<file path="config.mk">
export PLATFORM = sky130hd
export DESIGN_NAME = tune
export DESIGN_NICKNAME = d
export VERILOG_FILES = /design/src/rtl/tune.sv
export SDC_FILE = /design/constraint.sdc
export NUM_CORES = 1
export LEC_CHECK = 0
export ABC_AREA = 1
export CORE_MARGIN = 2
export CORE_UTILIZATION = 40
export DETAILED_ROUTE_END_ITERATION = 8
export HOLD_SLACK_MARGIN = 0.03
export PLACE_DENSITY_LB_ADDON = 0.12
export SYNTH_ARGS = -nofsm -noshare
export SYNTH_HDL_FRONTEND = slang
export SYNTH_SLANG_ARGS = --single-unit
export TNS_END_PERCENT = 1
</file>
<file path="constraint.sdc">
create_clock -name clk -period 8.7 [get_ports clk]
set_input_delay 1.74 -clock clk [delete_from_list [all_inputs] [get_ports clk]]
set_output_delay 1.74 -clock clk [all_outputs]
set_load 0.005 [all_outputs]
</file>
<file path="src/rtl/tune.sv">
// tune: six-note square-wave tune player.
// A level `start` seen in IDLE plays notes sd0..sd5 once, each lasting
// clockSpeed cycles (0 counts as 1). Each note is a 50%-duty square wave whose
// half-period equals its step value. A step of 0 is a rest.
// Control contract: there is no valid/ready pair. `start` is a level request
// consumed only in IDLE. DONE waits for `start` to drop, so a held request
// plays exactly once. dbg_state mirrors the FSM state (0 IDLE, 1 PLAY, 2 DONE).
module tune (
  input  logic        clk,
  input  logic        reset,
  input  logic        start,
  input  logic [7:0]  sd0,
  input  logic [7:0]  sd1,
  input  logic [7:0]  sd2,
  input  logic [7:0]  sd3,
  input  logic [7:0]  sd4,
  input  logic [7:0]  sd5,
  input  logic [35:0] clockSpeed,
  output logic        pwm,
  output logic [1:0]  dbg_state
);

  typedef enum logic [1:0] {
    IDLE = 2'd0,
    PLAY = 2'd1,
    DONE = 2'd2
  } state_t;

  state_t      state, state_nx;
  logic [2:0]  note_idx, note_idx_nx;
  logic [35:0] dur_cnt, dur_cnt_nx;
  logic [7:0]  tone_cnt, tone_cnt_nx;
  logic        pwm_nx;
  logic [7:0]  cur;
  logic [35:0] dur_last;
  logic        note_end;

  assign dbg_state = state;

  // Current note step, selected live so input changes act on the next clock.
  always_comb begin
    cur = 8'd0;
    case (note_idx)
      3'd0:    cur = sd0;
      3'd1:    cur = sd1;
      3'd2:    cur = sd2;
      3'd3:    cur = sd3;
      3'd4:    cur = sd4;
      3'd5:    cur = sd5;
      default: cur = 8'd0;
    endcase
  end

  // Last cycle index of a note; a zero tempo behaves as a one-cycle note.
  assign dur_last = (clockSpeed == 36'd0) ? 36'd0 : clockSpeed - 36'd1;
  // >= rather than == so a mid-note tempo decrease still ends the note.
  assign note_end = (dur_cnt >= dur_last);

  // Next-state, counter and waveform logic.
  always_comb begin
    state_nx    = state;
    note_idx_nx = note_idx;
    dur_cnt_nx  = dur_cnt;
    tone_cnt_nx = tone_cnt;
    pwm_nx      = 1'b0;
    case (state)
      IDLE: begin
        if (start) begin
          state_nx    = PLAY;
          note_idx_nx = 3'd0;
          dur_cnt_nx  = 36'd0;
          tone_cnt_nx = 8'd0;
        end
      end
      PLAY: begin
        if (note_end) begin
          // Every note starts with a fresh, low wave.
          dur_cnt_nx  = 36'd0;
          tone_cnt_nx = 8'd0;
          pwm_nx      = 1'b0;
          if (note_idx == 3'd5) begin
            state_nx    = DONE;
            note_idx_nx = 3'd0;
          end else begin
            note_idx_nx = note_idx + 3'd1;
          end
        end else begin
          dur_cnt_nx = dur_cnt + 36'd1;
          if (cur == 8'd0) begin
            pwm_nx      = 1'b0;
            tone_cnt_nx = 8'd0;
          end else if (tone_cnt >= cur - 8'd1) begin
            // >= also catches a step lowered below the running count.
            pwm_nx      = ~pwm;
            tone_cnt_nx = 8'd0;
          end else begin
            pwm_nx      = pwm;
            tone_cnt_nx = tone_cnt + 8'd1;
          end
        end
      end
      DONE: begin
        if (!start) state_nx = IDLE;
      end
      default: state_nx = IDLE;
    endcase
  end

  // State and datapath registers with synchronous reset.
  always_ff @(posedge clk) begin
    if (reset) begin
      state    <= IDLE;
      note_idx <= 3'd0;
      dur_cnt  <= 36'd0;
      tone_cnt <= 8'd0;
      pwm      <= 1'b0;
    end else begin
      state    <= state_nx;
      note_idx <= note_idx_nx;
      dur_cnt  <= dur_cnt_nx;
      tone_cnt <= tone_cnt_nx;
      pwm      <= pwm_nx;
    end
  end

endmodule

</file>
==> impl_metrics.toml <==
[status]
outcome = "complete, no violations"

[route]
met1Wirelength_um = 8300
postRouteAntennaNets = 0
vias_per_cell = 5.06
dr.first_iter.drc_count = 383
wl_met3_um = 752
post_drt_wl_per_cell_um = 13.4
wl_met2_um = 6700
routed_wirelength_um = 15900
highest_layer = "met4"
dr.pass1.iters = 5
vias = 5965
drc = 0

[grt]
grt_start_max_net_pins = 36
grt_overflow = 0
grt_usage = 0.221
grt_antenna_before_repair = 0
grt_pass1_wl_um = 26500
grt_pass1_vias = 5383

[sta]
whs_ns = 0.517
fin_ws_ns = 3.36
skew_ns = 0.00574
min_period_over_period = 0.613
fmax_ghz = 0.187
hold_viol = 0
tightest_slew_ns = 0.764
tns_ns = 0
finalSetupViolCount = 0
slew_headroom = 0.489
fin_crit_ns = 5.34
slew_viol_final = 0
rsz0062_at_grt = "false"

[logic_synthesis]
synthesis.area_sq_um = 5530
synth_compound_gate_area_share = 0.0728
synthCells = 923
synth_area_leaders = "dfxtp_1, nand2_1, nor2_1, ha_1, inv_1"
synth_flop_cell = "dfxtp_1"
synth_top_family_by_area = "simple AND/OR/NAND/NOR gates"
yosysMostFrequentCell = "nand2_1"
synthArstFlopShare = 0
seq_area_frac_synth = 0.181
yosys.area_share.xor_xnor = 0.0665
synth_edf_count = 0
synth_top_area_share = 0.181
synth.area.mux_share = 0
yosysTopAreaCell = "dfxtp_1"
avgSynthCellArea_sq_um = 5.99
ys_seq_elements = 50
synthAdderAreaFrac = 0.113
synthTopCellsByCount = "nand2_1, nor2_1, inv_1"
synth-simple-area-share = 0.472
ys_warn_count = 0
yosysUniqueCellTypes = 41
syn-num-nets = 1060

[clocking]
root_buffer = "clkbuf_16"
clock_sinks = 50
htreeDepth = 2
path_clk_slew_ns = 0.06
cts_buffers = 5
clk_latency_ns = 0.29
cts.repair.resized = 0
cts_tree = "done"
hold_buffers = 0
postCtsSetupBuffers = 0
cts.path.max_buffers = 2

[power_and_ir_drop]
powerDensity_nw_per_um2 = 101
totalPowerFinal_uw = 676
ir_drop_v = 0.0000774
leakage_uw = 0.00294

[die]
die_h_um = 122
die-width_um = 122
floorplan.rows = 42
dieArea_sq_um = 14800
core_sq_um = 13400
io_pins = 90
start_util = 0.413

[setup_path]
cp-start-kind = "input port"
reg2reg_slack_ns = 4.72
path_class = "input port to register"
crit_fanout = 29
arrival_ns = 5.49
critPathRequiredTime_ns = 8.85
critPathCaptureType = "register"

[cells_and_area]
multiInputGateArea_sq_um = 4010
num-fill-cells = 1464
area_growth_pct = 21.0
drive_gt1_frac = 0.0449
antenna_cells = 0
regArea_sq_um = 1000
nets = 1139

[placement]
dp_slack_ns = 3.07
dp_hpwl_um = 12900
place.gp.congestion = 0.929
port_buffers = 89

[flow_run]
cap_violations = 0

[min_path]
holdCritPathClass = "register to register"
[kinds of logic after synthesis]
kind of cell,Yosys count
AO/OA/AOI/OAI,72
AND/OR/NAND/NOR,583
XOR/XNOR,42
adder cells (fa/ha/maj),50
flip-flops,50
buffers and inverters,126
[critical path, cell delays in order]
cell	delay (ns)
clkdlybuf4s50_1	0.40
inv_1	0.09
ha_1	0.28
nand2_1	0.15
nor2_1	0.14
nand2_1	0.09
nor3_2	0.25
nand3_1	0.21
nor2_1	0.17
nand2_1	0.09
xnor2_1	0.14
nand2_1	0.06
ha_1	0.28
nand2_1	0.05
nor2_1	0.08
nand2_1	0.08
nor2_2	0.14
nand3_1	0.11
nand2_1	0.10
nor2_2	0.06
nand3_4	0.10
nand2_4	0.08
nand2_2	0.48
nor2_1	0.12
[final timing paths]
check,startpoint,to,cells past startpoint
setup / recovery,clockSpeed[0],dur_cnt[27]$_SDFFE_PP0P_,24
hold / removal,dbg_state[1]$_SDFFE_PP0P_,dbg_state[1]$_SDFFE_PP0P_,2
setup reg to reg,note_idx[2]$_SDFFE_PP0P_,tone_cnt[3]$_SDFFE_PP0P_,17
hold reg to reg,dbg_state[1]$_SDFFE_PP0P_,dbg_state[1]$_SDFFE_PP0P_,2
[layout by cell type, fill, tap and decap left out, drive strengths merged, types with 29 or more instances in the layout]
master / instances
xor2: 29
nor2: 178
inv: 106
nand3: 78
nand2: 233
dfxtp: 50
nand4: 43
ha: 50
clkdlybuf4s50: 89
a21oi: 37
[area by class of cell]
class,instances,share of cell area
Clock inverter,1,0.00448
Tap cell,176,0.0329
Inverter,107,0.0600
Clock buffer,7,0.0198
Timing Repair Buffer,91,0.135
Sequential cell,50,0.149
Multi-Input combinational cell,747,0.598
[per-layer routing]
metal	vias to the layer above	global-route usage
met4	0	0.0259
met3	10	0.0257
met1	2672	0.339
met5	-	0
met2	122	0.340
li1	3161	-
[power breakdown]
part | leakage (uW) | total (uW) | internal [uW] | switching [uW]
logic | 0.00246 | 213 | 91.3 | 122
clock network | 0.0000781 | 220 | 136 | 84.3
registers | 0.000404 | 243 | 233 | 10.0
[registers in the layout, summed over array words and instances, names as in the netlist]
signal / flops
dur_cnt: 36
tone_cnt: 8
dbg_state: 2
note_idx: 3
pwm: 1
[through the flow]
stage	util	area, sq um	instances
2_1_floorplan	-	5530	923
3_3_place_gp	0.488	6530	1171
3_5_place_dp	0.488	6530	1171
4_1_cts	0.500	6700	1179
5_1_grt	0.500	6700	1179
6_report	0.500	6700	1179
Power figures use the tool's default switching activity.
